### src/rtl/ama_riscv_fetch_buf.sv
// Instruction fetch buffer: issues sequential imem requests, queues in-order responses, feeds decode.
// Define FETCH_BUF_BYPASS_EN to forward a response straight to decode when the FIFO is empty.
module ama_riscv_fetch_buf #(
    parameter int unsigned DEPTH     = 4,
    parameter int unsigned MAX_OUTST = 2,
    parameter logic [31:0] RESET_PC  = 32'h0000_0000
) (
    input  logic        clk,
    input  logic        rst,
    input  logic        redirect,
    input  logic [31:0] redirect_pc,
    output logic        imem_req_valid,
    output logic [31:0] imem_req_pc,
    input  logic        imem_req_ready,
    input  logic        imem_rsp_valid,
    input  logic [31:0] imem_rsp_inst,
    output logic        dec_valid,
    output logic [31:0] dec_inst,
    output logic [31:0] dec_pc,
    input  logic        dec_ready,
    output logic        empty
);

    localparam int unsigned AW  = $clog2(DEPTH);
    localparam int unsigned PW  = AW + 1;
    localparam logic [31:0] NOP = 32'h0000_0013;

    typedef enum logic [1:0] {IDLE, RUN, DRAIN} state_t;

    state_t        state_q, state_d;
    logic [31:0]   fetch_pc_q, fetch_pc_d;
    logic [PW-1:0] wr_ptr_q, wr_ptr_d, rd_ptr_q, rd_ptr_d;
    logic [AW-1:0] tag_wr_q, tag_wr_d, tag_rd_q, tag_rd_d;
    logic [PW-1:0] outst_q, outst_d, drop_cnt_q, drop_cnt_d;
    logic [31:0]   dec_pc_last_q, dec_pc_last_d;

    logic [31:0]   fifo_inst_q [DEPTH];
    logic [31:0]   fifo_pc_q   [DEPTH];
    logic [31:0]   tag_pc_q    [DEPTH];

    logic [PW-1:0] occ;
    logic          fifo_empty, fifo_full, req_fire, drop_rsp, rsp_keep, push, fifo_pop, bypass;
    logic [31:0]   rsp_pc;

    always_ff @(posedge clk) begin
        if (rst) state_q <= IDLE;
        else     state_q <= state_d;
    end

    always_comb begin
        state_d = state_q;
        case (state_q)
            IDLE:    state_d = RUN;
            RUN:     if (redirect && outst_q != '0) state_d = DRAIN;
            DRAIN:   if (drop_cnt_d == '0) state_d = RUN;
            default: state_d = IDLE;
        endcase
    end

    always_comb begin
        drop_rsp = (state_q == DRAIN) && (drop_cnt_q != '0);
    end

    always_comb begin
        occ        = wr_ptr_q - rd_ptr_q;
        fifo_empty = rst || (wr_ptr_q == rd_ptr_q);
        fifo_full  = (wr_ptr_q[AW] != rd_ptr_q[AW]) && (wr_ptr_q[AW-1:0] == rd_ptr_q[AW-1:0]);
        // Credits count in-flight requests so every response is guaranteed a slot.
        imem_req_valid = !rst && !redirect && (outst_q < PW'(MAX_OUTST))
                         && (({1'b0, occ} + {1'b0, outst_q}) < (PW+1)'(DEPTH));
        imem_req_pc = fetch_pc_q;
        req_fire    = imem_req_valid && imem_req_ready;
        rsp_pc      = tag_pc_q[tag_rd_q];
        rsp_keep    = imem_rsp_valid && !drop_rsp && !redirect;
`ifdef FETCH_BUF_BYPASS_EN
        bypass = fifo_empty && imem_rsp_valid && !drop_rsp;
`else
        bypass = 1'b0;
`endif
        dec_valid = !fifo_empty || bypass;
        dec_inst  = NOP;
        dec_pc    = dec_pc_last_q;
        if (!fifo_empty) begin
            dec_inst = fifo_inst_q[rd_ptr_q[AW-1:0]];
            dec_pc   = fifo_pc_q[rd_ptr_q[AW-1:0]];
        end
`ifdef FETCH_BUF_BYPASS_EN
        else if (bypass) begin
            dec_inst = imem_rsp_inst;
            dec_pc   = rsp_pc;
        end
`endif
        fifo_pop      = !fifo_empty && dec_ready;
        push          = rsp_keep && !(bypass && dec_ready);
        empty         = fifo_empty;
        dec_pc_last_d = dec_valid ? dec_pc : dec_pc_last_q;
    end

    always_comb begin
        wr_ptr_d   = wr_ptr_q + PW'(push);
        rd_ptr_d   = rd_ptr_q + PW'(fifo_pop);
        tag_wr_d   = tag_wr_q + AW'(req_fire);
        tag_rd_d   = tag_rd_q + AW'(imem_rsp_valid);
        outst_d    = outst_q + PW'(req_fire) - PW'(imem_rsp_valid);
        drop_cnt_d = drop_cnt_q;
        fetch_pc_d = req_fire ? fetch_pc_q + 32'd4 : fetch_pc_q;
        // Tag FIFO is not flushed: dropped responses still retire their tags.
        if (redirect) begin
            wr_ptr_d   = '0;
            rd_ptr_d   = '0;
            drop_cnt_d = outst_q - PW'(imem_rsp_valid);
            fetch_pc_d = redirect_pc;
        end else if (imem_rsp_valid && drop_rsp) begin
            drop_cnt_d = drop_cnt_q - PW'(1);
        end
    end

    always_ff @(posedge clk) begin
        if (rst) begin
            fetch_pc_q    <= RESET_PC;
            wr_ptr_q      <= '0;
            rd_ptr_q      <= '0;
            tag_wr_q      <= '0;
            tag_rd_q      <= '0;
            outst_q       <= '0;
            drop_cnt_q    <= '0;
            dec_pc_last_q <= '0;
        end else begin
            fetch_pc_q    <= fetch_pc_d;
            wr_ptr_q      <= wr_ptr_d;
            rd_ptr_q      <= rd_ptr_d;
            tag_wr_q      <= tag_wr_d;
            tag_rd_q      <= tag_rd_d;
            outst_q       <= outst_d;
            drop_cnt_q    <= drop_cnt_d;
            dec_pc_last_q <= dec_pc_last_d;
        end
    end

    always_ff @(posedge clk) begin
        if (push) begin
            fifo_inst_q[wr_ptr_q[AW-1:0]] <= imem_rsp_inst;
            fifo_pc_q[wr_ptr_q[AW-1:0]]   <= rsp_pc;
        end
        if (req_fire) tag_pc_q[tag_wr_q] <= fetch_pc_q;
    end

`ifndef SYNTHESIS
    always_ff @(posedge clk) begin
        if (!rst) begin
            assert (!(push && fifo_full && !fifo_pop))
                else $error("fetch buffer push while full");
            assert (!(imem_rsp_valid && outst_q == '0))
                else $error("imem response with no request outstanding");
            assert (!(redirect && redirect_pc[1:0] != 2'b00))
                else $error("misaligned redirect_pc %h", redirect_pc);
        end
    end
`endif

endmodule

### config.mk
export PLATFORM = sky130hd
export DESIGN_NAME = ama_riscv_fetch_buf
export DESIGN_NICKNAME = d
export VERILOG_FILES = /design/src/rtl/ama_riscv_fetch_buf.sv
export SDC_FILE = /design/constraint.sdc
export NUM_CORES = 1
export LEC_CHECK = 0
export CORE_UTILIZATION = 30
export DETAILED_ROUTE_END_ITERATION = 8
export HOLD_SLACK_MARGIN = 0.02
export PLACE_DENSITY_LB_ADDON = 0.25
export SETUP_SLACK_MARGIN = 0.15
export SYNTH_ARGS = -nofsm -noshare
export SYNTH_HDL_FRONTEND = slang
export SYNTH_SLANG_ARGS = --single-unit
### constraint.sdc
create_clock -name clk -period 7.7 [get_ports clk]
set_clock_uncertainty 0.1 [all_clocks]
set_input_delay 1.925 -clock clk [delete_from_list [all_inputs] [get_ports clk]]
set_output_delay 1.925 -clock clk [all_outputs]
set_load 0.005 [all_outputs]
==> summary.txt <==
Status = finished with violations
Failing checks = DRC
Cells on Worst Hold Path = 2
Initial DRT Pass Iterations = 9
Worst hold endpoint = wr_ptr_q[2]$_SDFF_PP0_
Antenna Nets Post-Route = 0
Fraction of the mapped netlist area in compound gates = 2.516%
Total number of vias = 9481
Worst Tran Pin Value = 0.9734 ns
Diode count = 0
Synthesized area = 18100 um^2
Clk root buf = clkbuf_16
Worst Setup Start Kind = input pin
Total area of sequential cells = 13180 um^2
First-pass GRT wire length = 61.61 mm
# IOs = 169
CTS Buffer Depth = 3
Crit Reg-Reg Startpoint = rd_ptr_q[0]$_SDFF_PP0_
Async S/R FF share, synth = 0%
Relative slew slack = 35.11%
Final hold slack = 0.4297 ns
Unrepaired setup endpoints after global routing = false
R2r setup slk = 2.79 ns
# DRC = 12
CTS tree = built
Warnings, synthesis = 0
Synth Instances = 989
Hold_buf cts = 0
Mux contribution to synthesized area = 14.29%
Largest net degree at the start of global routing = 74
Hold Fails Final Rpt = 0
Total CTS buffers = 51
Area of the core = 59350 um^2
Max-cap violations = 0
R2R Path End = tag_pc_q[2][3]$_DFFE_PP_
Max Transition Viols Final = 0
Fill count = 5483
Vias in the first global route = 10218
Count of state elements after synthesis = 466
Hold Crit Start = wr_ptr_q[2]$_SDFF_PP0_
Setup bufs post-CTS = 0
CTS clk-pin slew, worst paths = 0.06 ns
Largest family of logic cells by synthesized area = multiplexers
DRT iter0 DRCs = 480
Post-synthesis cell type count = 59
Clock latency at the later pin of the worst-skew pair = 0.59 ns
Syn_nets = 1079
Area grow syn2layout = 24.13%
Initial Util = 30.50%
Crit. End Element = output pin
Crit path DAT = 4.04 ns
Footprint of the multi-input gates = 4692 um^2
Die Ht = 247.7 um
Nets = 1269
Clock sinks = 466
Post-Synth Simple-Gate Area = 6.786%
Critical path class = input pin to output pin
IO Port Bufs = 168
Full die area = 61340 um^2
Post-CTS sizing = 0
Share of the synthesized area in the top cell type = 63.69%
Grt total ovfl = 0
Layout cells sized above 1 = 19.80%
Area contributors post-synth = edfxtp_1 (64%), mux4_2 (12%), dfxtp_1 (9.1%)
TNS Setup = 0 ns
# rows = 89
WP data required = 5.68 ns
Post-synth EDFFs = 384
Fmax achieved = 164.9 MHz
DP HPWL = 24.31 mm
Worst Hold Class = flip-flop to flip-flop
Routed WL = 39.87 mm
Main flop type after synthesis = edfxtp_1
Final Setup Violations = 0
Post-DR wirelength/cell = 19.98 um
H-tree levels = 2
Syn_area_per_cell = 18.31 um^2
Maximum VDD drop = 147.5 uV
Xor/xnor cell area share of the yosys netlist = 0.6289%
Tmin final = 6.065 ns
Routability Congestion = 0.7358
Final period util = 78.77%
Post-Synth Adder-Cell Area = 1.465%
Initial antenna violation count = 0
Post-synthesis sequential area ratio = 72.76%
All-Layer GR Usage = 13.41%
Crit path max fanout = 38
Die W = 247.7 um
Worst R2R Path Depth = 12
Largest area contributor in the netlist = edfxtp_1
DR vias/cell = 4.752
Pwr Density = 255.4 nW/um^2
LEAKAGE = 0.007250 uW
worst max-delay path by stage:
stage / start / cells after the start / end / slack, ns
after detailed placement: rst / 6 / dec_inst[30] / 1.54
after global placement: rst / 6 / dec_inst[30] / 1.58
after global routing: rd_ptr_q[0]$_SDFF_PP0_ / 6 / dec_inst[20] / 1.40
after floorplan: rd_ptr_q[1]$_SDFF_PP0_ / 11 / tag_pc_q[1][0]$_DFFE_PP_ / 1.45
after CTS: rst / 6 / dec_inst[30] / 1.52
final: rst / 6 / dec_inst[30] / 1.63
per-stage QoR:
step                      total power (uW)  std cells  setup WS, ns  util, %  cell area [um^2]
after floorplan                       3118        989         1.454        -             18110
after global placement                3298       1899         1.584    34.96             20750
after detailed placement              3306       1899         1.538    34.96             20750
after CTS                             5837       1995         1.525    37.86             22470
after global routing                  5971       1995         1.403    37.86             22470
final                                 5741       1995         1.635    37.86             22470
where the power goes:
part	leakage (uW)	total, uW	switching, uW	internal (uW)
Sequential	0.00417	2870	55.8	2820
Combinational	0.00224	369	183	186
Clock	0.000838	2500	986	1510
per-layer routing:
metal	GRT usage, %	share of wire, %	vias to the layer above
met2	21.92	48	244
met1	17.93	45	4868
met3	2.465	4.6	61
met4	4.529	2.2	0
li1	-	-	4308
met5	0	0	-
state kept, by name, summed over array words and instances (netlist names):
name / flops
imem_req_pc: 32
state_q: 2
fifo_inst_q: 128
tag_pc_q: 128
dec_pc_last_q: 32
tag_wr_q: 2
outst_q: 3
fifo_pc_q: 128
tag_rd_q: 2
drop_cnt_q: 3
rd_ptr_q: 3
wr_ptr_q: 3
worst max-delay path, cell delays in order:
cell and delay (ns):
buf_2 0.12, a31o_2 0.23, inv_2 0.62, buf_4 0.42, and2_1 0.18, clkdlybuf4s50_1 0.49
synth_stat cells (6+ instances only):
master / instances
a211oi_1: 7
nor2_1: 30
nand3_1: 19
o21ai_0: 9
nand2_1: 33
o211ai_1: 6
nand2b_1: 6
buf_1: 6
xor2_1: 6
buf_2: 9
clkbuf_1: 34
dfxtp_1: 82
nor2b_1: 38
xnor2_1: 7
mux4_2: 96
inv_1: 17
mux2_2: 36
and2_1: 37
nor3_1: 6
a21oi_1: 19
edfxtp_1: 384
and3_1: 9
a31oi_1: 7
ha_1: 18
nand4_1: 14
cells by family after synthesis:
| group | count (synthesis) |
|---|---|
| flops | 466 |
| simple gates | 219 |
| mux | 134 |
| buf+inv | 69 |
| compound gates | 68 |
| fa+ha+maj | 20 |
| xor+xnor | 13 |
layout by cell type, fill, tap and decap left out, types with 7 or more instances in the layout:
master             n
inv_1             16
nor2b_1           38
a31oi_1            7
clkinv_1           7
clkinv_2           7
mux2_2            36
dfxtp_1           79
nand3_1           19
nand2_1           33
a21oi_1           19
xnor2_1            7
and2_1            37
clkdlybuf4s50_1  167
buf_4             19
and3_1             7
nor2_1            28
o21ai_0            9
ha_1              18
clkbuf_16         51
edfxtp_1         384
nand4_1           14
a211oi_1           7
bufinv_16          8
mux4_2            96
clkbuf_1          17
area by class of cell:
| type | instances | share of cell area [%] |
|---|---|---|
| Sequential cell | 466 | 58.65 |
| Clock inverter | 27 | 1.654 |
| Clock buffer | 69 | 6.024 |
| Timing Repair Buffer | 188 | 8.184 |
| Inverter | 18 | 0.3007 |
| Multi-Input combinational cell | 454 | 20.88 |
| Tap cell | 773 | 4.304 |
Note: power is estimated with default switching activity, not from simulation.
